## src/rtl/fb_write_arbiter.sv

```systemverilog
// Round-robin arbiter that shares one framebuffer write port between N_CAM pixel requesters.
// Optional drop counter for out-of-range pixels is enabled by defining FB_ARB_DROP_CNT_EN.
module fb_write_arbiter #(
  parameter int N_CAM  = 4,
  parameter int FB_W   = 640,
  parameter int FB_H   = 480,
  parameter int ADDR_W = 19
) (
  input  logic                pclk,
  input  logic                rst_n,
  input  logic [N_CAM-1:0]    cam_en,
  input  logic [N_CAM-1:0]    req_valid,
  output logic [N_CAM-1:0]    req_ready,
  input  logic [N_CAM*12-1:0] req_x,
  input  logic [N_CAM*11-1:0] req_y,
  input  logic [N_CAM*8-1:0]  req_pixel,
  output logic                wr_en,
  input  logic                wr_ready,
  output logic [ADDR_W-1:0]   wr_addr,
  output logic [7:0]          wr_data,
  output logic [2:0]          wr_src
`ifdef FB_ARB_DROP_CNT_EN
  ,
  output logic [15:0]         drop_cnt,
  input  logic                drop_clr
`endif
);

  localparam int PW     = (N_CAM > 1) ? $clog2(N_CAM) : 1;
  localparam int CW     = $clog2(FB_W);
  localparam int PROD_W = 11 + CW;
  localparam logic [11:0] X_LIM = 12'(FB_W);
  localparam logic [10:0] Y_LIM = 11'(FB_H);

  // y*FB_W is formed at full width before the add, then truncated to the port width
  function automatic logic [ADDR_W-1:0] lin_addr(input logic [10:0] y, input logic [11:0] x);
    logic [PROD_W-1:0] prod;
    logic [PROD_W:0]   sum;
    prod = PROD_W'(y) * PROD_W'(FB_W);
    sum  = {1'b0, prod} + (PROD_W+1)'(x);
    return ADDR_W'(sum);
  endfunction

  function automatic logic [15:0] sat_inc(input logic [15:0] c);
    return (c == 16'hFFFF) ? c : c + 16'd1;
  endfunction

  logic [PW-1:0]     r_rr_ptr;
  logic              r_wr_en_p1;
  logic [ADDR_W-1:0] r_wr_addr_p1;
  logic [7:0]        r_wr_data_p1;
  logic [2:0]        r_wr_src_p1;

  logic [N_CAM-1:0]  w_elig;
  logic              w_gnt_vld;
  logic [PW-1:0]     w_gnt;
  logic [PW-1:0]     w_rr_next;
  logic              w_free;
  logic              w_accept;
  logic [N_CAM-1:0]  w_rdy;
  logic [11:0]       w_sel_x;
  logic [10:0]       w_sel_y;
  logic [7:0]        w_sel_pix;
  logic              w_in_range;

  assign w_elig = req_valid & cam_en;
  assign w_free = ~r_wr_en_p1 | wr_ready;

  always_comb begin
    logic [PW:0] v_idx;
    w_gnt_vld = 1'b0;
    w_gnt     = '0;
    v_idx     = '0;
    for (int k = 0; k < N_CAM; k++) begin
      v_idx = {1'b0, r_rr_ptr} + (PW+1)'(k);
      if (v_idx >= (PW+1)'(N_CAM)) v_idx = v_idx - (PW+1)'(N_CAM);
      if (!w_gnt_vld && w_elig[v_idx[PW-1:0]]) begin
        w_gnt_vld = 1'b1;
        w_gnt     = v_idx[PW-1:0];
      end
    end
  end

  // No handshake completes while reset is asserted
  assign w_accept = w_gnt_vld & w_free & rst_n;

  always_comb begin
    w_rdy = '0;
    if (w_accept) w_rdy[w_gnt] = 1'b1;
  end

  assign req_ready  = w_rdy;
  assign w_rr_next  = (w_gnt == PW'(N_CAM - 1)) ? '0 : w_gnt + PW'(1);
  assign w_sel_x    = req_x[int'(w_gnt)*12 +: 12];
  assign w_sel_y    = req_y[int'(w_gnt)*11 +: 11];
  assign w_sel_pix  = req_pixel[int'(w_gnt)*8 +: 8];
  assign w_in_range = (w_sel_x < X_LIM) && (w_sel_y < Y_LIM);

  // Stage p0 -> p1: registered write port; holds every field while the framebuffer stalls
  always_ff @(posedge pclk or negedge rst_n) begin
    if (!rst_n) begin
      r_rr_ptr     <= '0;
      r_wr_en_p1   <= 1'b0;
      r_wr_addr_p1 <= '0;
      r_wr_data_p1 <= '0;
      r_wr_src_p1  <= '0;
    end else if (w_accept) begin
      r_rr_ptr <= w_rr_next;
      if (w_in_range) begin
        r_wr_en_p1   <= 1'b1;
        r_wr_addr_p1 <= lin_addr(w_sel_y, w_sel_x);
        r_wr_data_p1 <= w_sel_pix;
        r_wr_src_p1  <= 3'(w_gnt);
      end else begin
        r_wr_en_p1   <= 1'b0;
      end
    end else if (wr_ready) begin
      r_wr_en_p1 <= 1'b0;
    end
  end

  assign wr_en   = r_wr_en_p1;
  assign wr_addr = r_wr_addr_p1;
  assign wr_data = r_wr_data_p1;
  assign wr_src  = r_wr_src_p1;

`ifdef FB_ARB_DROP_CNT_EN
  logic [15:0] r_drop_cnt;

  always_ff @(posedge pclk or negedge rst_n) begin
    if (!rst_n) begin
      r_drop_cnt <= '0;
    end else if (drop_clr) begin
      r_drop_cnt <= '0;
    end else if (w_accept && !w_in_range) begin
      r_drop_cnt <= sat_inc(r_drop_cnt);
    end
  end

  assign drop_cnt = r_drop_cnt;
`endif

endmodule

```

## config.mk

```make
export PLATFORM = sky130hd
export DESIGN_NAME = fb_write_arbiter
export DESIGN_NICKNAME = d
export VERILOG_FILES = /design/src/rtl/fb_write_arbiter.sv
export SDC_FILE = /design/constraint.sdc
export NUM_CORES = 1
export LEC_CHECK = 0
export BUFFER_PORTS_ARGS = -buffer_cell sky130_fd_sc_hd__buf_2
export CAP_MARGIN = 5
export CORE_MARGIN = 3
export CORE_UTILIZATION = 49
export CTS_CLUSTER_SIZE = 20
export DETAILED_ROUTE_END_ITERATION = 6
export HOLD_SLACK_MARGIN = 0.08
export PLACE_DENSITY = 0.93
export SYNTH_ARGS = -nofsm -noshare
export SYNTH_HDL_FRONTEND = slang
export SYNTH_SLANG_ARGS = --single-unit
```

## constraint.sdc

```tcl
create_clock -name pclk -period 7.6 [get_ports pclk]
set_clock_uncertainty 0.1 [all_clocks]
set_input_delay 0.38 -clock pclk [delete_from_list [all_inputs] [get_ports pclk]]
set_output_delay 0.38 -clock pclk [all_outputs]
set_load 0.02 [all_outputs]
```

==> results of run 1 <==
## critical path, stage by stage, from the launching register on
cell and delay (ns):
dfrtp_1 0.40, nand3b_1 0.23, o2111ai_1 0.20, nand2_4 0.41, inv_4 0.63, nand2_1 0.11
and3_1 0.18, a31oi_1 0.33, ha_1 0.32, ha_1 0.22, fa_1 0.44, ha_1 0.36
nand2_1 0.06, o21ai_0 0.23, nand3_1 0.15, nor3_1 0.26, nand3_1 0.13, xnor2_1 0.14
mux2_2 0.26
## area by class of cell
| type | instances | area [um2] | area share |
|---|---|---|---|
| Multi-Input combinational cell | 305 | 2200 | 0.538 |
| Timing Repair Buffer | 173 | 881 | 0.215 |
| Sequential cell | 32 | 801 | 0.196 |
| Tap cell | 75 | 93.8 | 0.0229 |
| Clock buffer | 5 | 68.8 | 0.0168 |
| Inverter | 7 | 28.8 | 0.00703 |
| Clock inverter | 3 | 18.8 | 0.00458 |
## per-stage QoR
step	util	area (um2)	power [W]	instances	hold WS, ns
5_1_grt	0.680	4100	0.00176	600	0.356
6_report	0.680	4100	0.00162	600	0.311
3_5_place_dp	0.663	4000	0.00146	591	0.336
3_3_place_gp	0.663	4000	0.00141	591	0.330
2_1_floorplan	-	3110	0.00117	363	-0.0156
4_1_cts	0.680	4100	0.00161	600	0.312
## synth_stat cells (4+ instances only)
cell type | instances | area, um2
a21oi_1 | 11 | 55.1
and3_1 | 21 | 131
a21o_1 | 4 | 30.0
mux2_2 | 18 | 203
and2_1 | 6 | 37.5
clkbuf_1 | 9 | 33.8
nand2_1 | 91 | 342
ha_1 | 22 | 275
nor2_1 | 9 | 33.8
mux2i_1 | 26 | 260
mux2_1 | 15 | 169
xor2_1 | 10 | 87.6
inv_1 | 6 | 22.5
a31oi_1 | 20 | 125
nand3_1 | 8 | 40.0
xnor2_1 | 11 | 96.3
dfrtp_1 | 32 | 801
## kinds of logic after synthesis
kind of cell	share of synthesized area
simple gates	0.221
buf+inv	0.0418
xor+xnor	0.0664
compound gates	0.107
mux	0.203
other cells	0.00121
flops	0.257
fa+ha+maj	0.101
## worst paths after layout
kind	end	slack [ns]	depth (start not counted)
min in group asynchronous	wr_addr[16]	0.57	3
worst min-delay path	wr_en	0.31	3
worst max register to register	wr_addr[18]	2.30	18
worst max-delay path	wr_addr[18]	2.30	18
worst min register to register	wr_data[0]	0.39	1
max in group asynchronous	wr_data[1]	6.52	3
## per-layer routing
layer / share of wire / track usage
met3: 0.057 / 0.0442
met5: 0 / 0
met4: 0.023 / 0.0820
met1: 0.40 / 0.319
met2: 0.52 / 0.429
## power groups by stage
stage | clock network [W] | registers [W] | logic [W]
floorplan | 0 | 0.000373 | 0.000797
global placement | 0 | 0.000281 | 0.00113
detailed placement | 0 | 0.000287 | 0.00117
CTS | 0.000138 | 0.000284 | 0.00119
global route | 0.000146 | 0.000293 | 0.00132
finish | 0.000136 | 0.000284 | 0.00120
## what timing repair did
item / 4_1_cts / 5_1_grt
gates resized for setup: 0 / 0
hold endpoints to repair: 32 / 0
buffers inserted: 0 / 0
hold buffers: 1 / 0
## flip-flops by register name, indices dropped and copies added, names as in the netlist
name      count
wr_data       8
wr_src        2
wr_addr      19
wr_en         1
r_rr_ptr      2
==> out/qor.yml, run 1 <==
outcome: "finished clean"
cts-root-buf: "clkbuf_8"
rsz0062_at_grt: "no"
ios: 170
cts_num_sinks: 32
drt-initial-drc-count: 129
drc: 0
clk_path_buf_depth: 2
cp-start-kind: "flip-flop"
p_leak_nw: 2.32
num_rows: 28
vias_per_cell: 5.45
final-setup-viol-count: 0
drv_cap: 0
portBuffers: 168
crit_fanout: 56
worst_setup_path_end_kind: "flip-flop"
syn_nets: 522
synth_edf_count: 0
crit_type: "flip-flop to flip-flop"
final_cell_mix: "168 x buf_2, 91 x nand2_1, 32 x dfrtp_1"
netSwitchingFraction: 0.492
arrival_ns: 5.39
finalSetupTns_ns: 0
finalCriticalPeriod_ns: 5.30
place_congestion: 0.863
finalNetCount: 683
dr_total_vias: 3269
p_sw_w: 0.000795
cellPowerDensity_nw_per_um2: 395
ant_nets: 0
fillers: 509
ys_warn_count: 0
final_common_cell: "buf_2"
grt_overflow: 0
synth-seq-cells: 32
core_area_um2: 6030
power.internal_w: 0.000822
cts_tree: "yes"
tightest_slew_ns: 0.785
hold_viol: 0
grt_pass1_vias: 3203
die_h_um: 85.7
crit_start: "r_rr_ptr[0]"
r2r_start: "r_rr_ptr[0]"
grt_use_total: 0.250
antenna_found_initial: 0
clkPwrFrac: 0.084
hp-class: "primary input to flip-flop"
grt_max_degree: 57
seqPwrFrac: 0.176
async_reset_ff_frac: 1.00
yosys_most_used_dff: "dfrtp_1"
die_area_um2: 7340
slew_headroom: 0.473
fp.dieW_um: 85.7
postSynthAreaPerCell_um2: 8.57
syn_to_final_growth_pct: 31.7
hp-start: "wr_ready"
ys_seq_area_frac: 0.257
syn_inst: 363
synth_cell_types: 48
comb_power_share: 0.740
grt_pass1_wl_um: 15000
postLayoutSetupSlackWorst_ns: 2.30
ir_drop_v: 0.000399
fin_crit_sh: 0.698
synth_area_um2: 3110
wirelength_um: 9410
clk_latency_ns: 0.29
layout-drive-gt1-share: 0.389
dp_hpwl_um: 7200
diodes: 0
initial_core_util: 0.516
post-place-ws_ns: 2.16
clock.fmax_mhz: 189
path_clk_slew_ns: 0.08
routedWlPerCell_um: 15.7
slew_viol_final: 0
cts-htree-levels: 2
required_ns: 7.68
dr.pass1.iters: 4
numCtsBuffers: 5
No activity file was read; power rests on OpenSTA's default activity.
==> inputs of run 2 (changes only) <==
--- a/config.mk
+++ b/config.mk
@@ -8,11 +8,11 @@
 export BUFFER_PORTS_ARGS = -buffer_cell sky130_fd_sc_hd__buf_2
 export CAP_MARGIN = 5
 export CORE_MARGIN = 3
-export CORE_UTILIZATION = 49
+export CORE_UTILIZATION = 46
 export CTS_CLUSTER_SIZE = 20
 export DETAILED_ROUTE_END_ITERATION = 6
 export HOLD_SLACK_MARGIN = 0.08
-export PLACE_DENSITY = 0.93
+export PLACE_DENSITY = 0.88
 export SYNTH_ARGS = -nofsm -noshare
 export SYNTH_HDL_FRONTEND = slang
 export SYNTH_SLANG_ARGS = --single-unit
==> constraint.sdc (replaced) <==
create_clock -name pclk -period 5.2 [get_ports pclk]
set_clock_uncertainty 0.1 [all_clocks]
set_input_delay 0.26 -clock pclk [delete_from_list [all_inputs] [get_ports pclk]]
set_output_delay 0.26 -clock pclk [all_outputs]
set_load 0.02 [all_outputs]
==> run 2 against run 1 <==
Worst hold slack got worse by 0.088 ns. Final cell count increased by 1.0%. Setup slack got worse by 1.9 ns. Global-route usage shrank 2.1 points. Critical path depth stayed put. Non-clock buffer count up 4. Critical endpoint unchanged. Via count up 0.55%.
==> out/qor.yml, run 2 (same netlist as run 1, synthesis figures left out) <==
outcome: "finished clean"
initial_core_util: 0.482
num_rows: 29
largest_reg_flops: 19
wirelength_um: 9160
drc: 0
cts_num_sinks: 32
finalNetCount: 687
dp_hpwl_um: 7340
crit_fanout: 33
hp-class: "primary input to flip-flop"
ios: 170
slew_viol_final: 0
cts-root-buf: "clkbuf_8"
dr.pass1.iters: 4
p_leak_nw: 2.34
antenna_found_initial: 0
die_h_um: 88.2
final_common_cell: "buf_2"
cts_tree: "yes"
fin_area_um2: 4140
tightest_slew_ns: 0.761
fin_crit_sh: 0.919
routedWlPerCell_um: 15.1
vias_per_cell: 5.42
required_ns: 5.29
die_area_um2: 7780
grt_overflow: 0
rsz0062_at_grt: "no"
syn_to_final_growth_pct: 33.1
core_area_um2: 6460
path_clk_slew_ns: 0.08
clk_path_buf_depth: 2
clk_latency_ns: 0.29
cellPowerDensity_nw_per_um2: 569
layout-drive-gt1-share: 0.393
numCtsBuffers: 5
post-cts-setup-buffer-count: 0
worst_setup_path_end_kind: "flip-flop"
finalCriticalPeriod_ns: 4.78
ant_nets: 0
ir_drop_v: 0.000444
place_area_um2: 4040
fp.dieW_um: 88.2
grt_pass1_vias: 3076
portBuffers: 168
crit_type: "flip-flop to flip-flop"
diodes: 0
dr_total_vias: 3287
grt_pass1_wl_um: 14100
place_congestion: 0.862
drv_cap: 0
final_cell_mix: "168 x buf_2, 91 x nand2_1, 32 x dfrtp_1"
hold_viol: 0
finalSetupTns_ns: 0
arrival_ns: 4.87
fillers: 571
drt-initial-drc-count: 110
grt_use_total: 0.229
slew_headroom: 0.493
grt_max_degree: 47
final-setup-viol-count: 0
cp-start-kind: "flip-flop"
cts-htree-levels: 2
clock.fmax_mhz: 209
## run 2: cell types whose count changed in the layout (fill, tap and decap cells not counted)
| cell | previous run | this run |
|---|---|---|
| buf_12 | 0 | 1 |
| buf_4 | 4 | 7 |
## run 2: critical path, stage by stage (launching register included)
cell       delay, ns
dfrtp_1         0.41
nand3b_1        0.23
o2111ai_1       0.20
nand2_4         0.17
inv_4           0.30
nand2_1         0.10
and3_1          0.17
a31oi_1         0.31
ha_1            0.31
ha_1            0.23
fa_1            0.44
ha_1            0.37
nand2_1         0.07
o21ai_0         0.26
nand3_1         0.16
nor3_1          0.28
nand3_1         0.13
xnor2_1         0.14
mux2_2          0.25
## run 2: what timing repair did
action	in CTS	in global routing
hold buffers	1	0
hold endpoints to repair	32	0
gates resized for setup	0	0
## run 2: path summary, 6_finish.rpt
kind                              from           to  slack, ns  cells after the start
min in group asynchronous        rst_n  wr_addr[12]       0.47                      2
hold reg to reg             wr_data[4]   wr_data[4]       0.38                      1
setup / recovery           r_rr_ptr[0]  wr_addr[18]       0.42                     18
setup reg to reg           r_rr_ptr[0]  wr_addr[18]       0.42                     18
hold / removal                wr_ready        wr_en       0.22                      3
max in group asynchronous        rst_n   wr_data[4]       4.05                      2
## run 2: area by class of cell
class | count | area, um2 | share of cell area
tap | 77 | 96.3 | 0.0233
sequential | 32 | 801 | 0.193
inverter | 7 | 28.8 | 0.00695
clock buffer | 5 | 68.8 | 0.0166
timing repair buffer | 177 | 923 | 0.223
clock inverter | 3 | 18.8 | 0.00453
multi-input combinational | 305 | 2200 | 0.532
## run 2: power breakdown
group	internal [W]	switching, W
Clock	0.0000934	0.000107
Combinational	0.000766	0.000976
Sequential	0.000358	0.0000558
## run 2: layer usage
metal	up-vias	track usage	wire length, um
li1	1612	-	-
met5	-	0	0
met2	106	0.415	4770
met1	1557	0.285	3770
met4	0	0.0453	95
met3	12	0.0438	522
## run 2: stage by stage
stage	power (W)	util	hold WS, ns	std cells	setup slack (ns)
after CTS	0.00236	0.641	0.214	606	0.448
after global placement	0.00209	0.626	0.246	597	0.614
after floorplan	0.00171	-	-0.136	363	0.154
after detailed placement	0.00214	0.626	0.276	597	0.461
final	0.00236	0.641	0.224	606	0.420
after global routing	0.00257	0.641	0.236	606	0.0480
==> inputs of run 3 (changes only) <==
--- a/config.mk
+++ b/config.mk
@@ -8,11 +8,11 @@
 export BUFFER_PORTS_ARGS = -buffer_cell sky130_fd_sc_hd__buf_2
 export CAP_MARGIN = 5
 export CORE_MARGIN = 3
-export CORE_UTILIZATION = 46
+export CORE_UTILIZATION = 45
 export CTS_CLUSTER_SIZE = 20
 export DETAILED_ROUTE_END_ITERATION = 6
 export HOLD_SLACK_MARGIN = 0.08
-export PLACE_DENSITY = 0.88
+export PLACE_DENSITY = 0.87
 export SYNTH_ARGS = -nofsm -noshare
 export SYNTH_HDL_FRONTEND = slang
 export SYNTH_SLANG_ARGS = --single-unit
==> run 3 against run 2 <==
Non-clock buffer count rose by 2. Power increased by 2.7%. Combinational power increased by 3%. Via count is 2.3% higher. Fmax decreased by 1.3%. Die area up 2.1%. Sequential power barely moved. Sequential share of layout area barely moved. Global-route usage rose by 0.68 points. Register-to-register slack lost 0.06 ns. Worst hold slack improved by 0.010 ns. Critical endpoint unchanged. Largest cell class unchanged.
==> out/qor.yml, run 3 (same netlist as run 1, synthesis figures left out) <==
outcome: "finished clean"
drv_cap: 0
fillers: 585
crit_chain: "nand3b_1, o2111ai_1, nand2_4, inv_4, nand2_1, and3_1, a31oi_1, ha_1, ha_1, fa_1, ha_1, nand2_1, o21ai_0, nand3_1, nor3_1, nand3_1, xnor2_1, mux2_2"
routedWlPerCell_um: 16.2
wirelength_um: 9840
layout-drive-gt1-share: 0.394
whs_ns: 0.234
grt_max_degree: 35
die_area_um2: 7950
final_cell_mix: "168 x buf_2, 91 x nand2_1, 32 x dfrtp_1"
slowest_stage: "fa_1"
cts_num_sinks: 32
crit_buf_inv: 1
fin_crit_sh: 0.931
finalNetCount: 689
cts-root-buf: "clkbuf_8"
initial_core_util: 0.476
crit_type: "flip-flop to flip-flop"
largest_reg_flops: 19
portBuffers: 168
tightest_slew_ns: 0.790
worst_setup_path_end_kind: "flip-flop"
ir_drop_v: 0.000429
antenna_found_initial: 0
fp.dieW_um: 89.1
rrSetupSlack_ns: 0.36
finalCriticalPeriod_ns: 4.84
ant_nets: 0
cts_tree: "yes"
finalSetupTns_ns: 0
syn_to_final_growth_pct: 33.4
numCtsBuffers: 5
cpMostUsedCell: "ha_1"
clk_path_buf_depth: 2
slew_viol_final: 0
cellPowerDensity_nw_per_um2: 583
die_h_um: 89.1
diodes: 0
path_delay_family: "simple AND/OR/NAND/NOR gates"
ios: 170
dr_total_vias: 3363
hp-class: "primary input to flip-flop"
arrival_ns: 4.93
vias_per_cell: 5.53
reg2regPathDepth: 18
place_congestion: 0.855
dp_hpwl_um: 7940
dr.pass1.iters: 4
cp-start-kind: "flip-flop"
cts-htree-levels: 2
grt_overflow: 0
slew_headroom: 0.473
crit_path_max_incr_delay_ns: 0.44
clk_latency_ns: 0.29
drc: 0
required_ns: 5.29
clock.fmax_mhz: 206
drt-initial-drc-count: 110
grt_pass1_vias: 3213
grt_pass1_wl_um: 14800
cp.depth: 18
path_clk_slew_ns: 0.08
final_common_cell: "buf_2"
core_area_um2: 6530
rsz0062_at_grt: "no"
num_rows: 29
crit_fanout: 30
hold_viol: 0
p_leak_nw: 2.34
whs_path_depth: 3
final-setup-viol-count: 0
grt_use_total: 0.236
==> run 3: changes by cell type in the layout (fill, tap and decap cells not counted), sizes merged <==
cell and change:
clkinvlp +1, clkinv -3, buf +2, clkbuf +2
==> run 3: power by group <==
group	internal (W)	switching, W
Clock	0.000108	0.000104
Sequential	0.000358	0.0000541
Combinational	0.000768	0.00103
Total	0.00123	0.00119
==> run 3: per-stage QoR <==
step	cell area, um2	utilization	setup slack [ns]	total power [W]	cells
after floorplan	3110	-	0.154	0.00171	363
after global placement	4050	0.619	0.619	0.00209	599
after detailed placement	4050	0.619	0.419	0.00218	599
after CTS	4150	0.635	0.385	0.00241	608
after global routing	4150	0.635	0.0700	0.00260	608
final	4150	0.635	0.357	0.00242	608
==> run 3: repair_timing <==
action,4_1_cts,5_1_grt
hold buffers,1,0
endpoints found under the hold margin,32,0
gates resized for setup,0,0
setup buffers,0,0
==> run 3: area by class of cell <==
class                           count  area, um2  area share
Tap cell                           77       96.3      0.0232
Timing Repair Buffer              179        926       0.223
Multi-Input combinational cell    305       2200       0.531
Sequential cell                    32        801       0.193
Clock buffer                        7       86.3      0.0208
Clock inverter                      1       7.51     0.00181
Inverter                            7       28.8     0.00694
==> run 3: final timing paths <==
path	from	to
setup / recovery	r_rr_ptr[0]	wr_addr[18]
hold / removal	wr_ready	wr_en
setup reg to reg	r_rr_ptr[0]	wr_addr[18]
hold reg to reg	wr_data[1]	wr_data[1]
max in group asynchronous	rst_n	wr_addr[5]
min in group asynchronous	rst_n	wr_addr[18]
==> run 3: worst min-delay path, cell delays in order <==
cell and delay [ns]:
buf_2 0.08, nand2b_1 0.15, o41ai_1 0.09
==> run 3: routing by layer <==
| layer | wire, um | GRT usage |
|---|---|---|
| met1 | 3940 | 0.284 |
| met2 | 5200 | 0.424 |
| met3 | 520 | 0.0406 |
| met4 | 185 | 0.0798 |
| met5 | 0 | 0 |
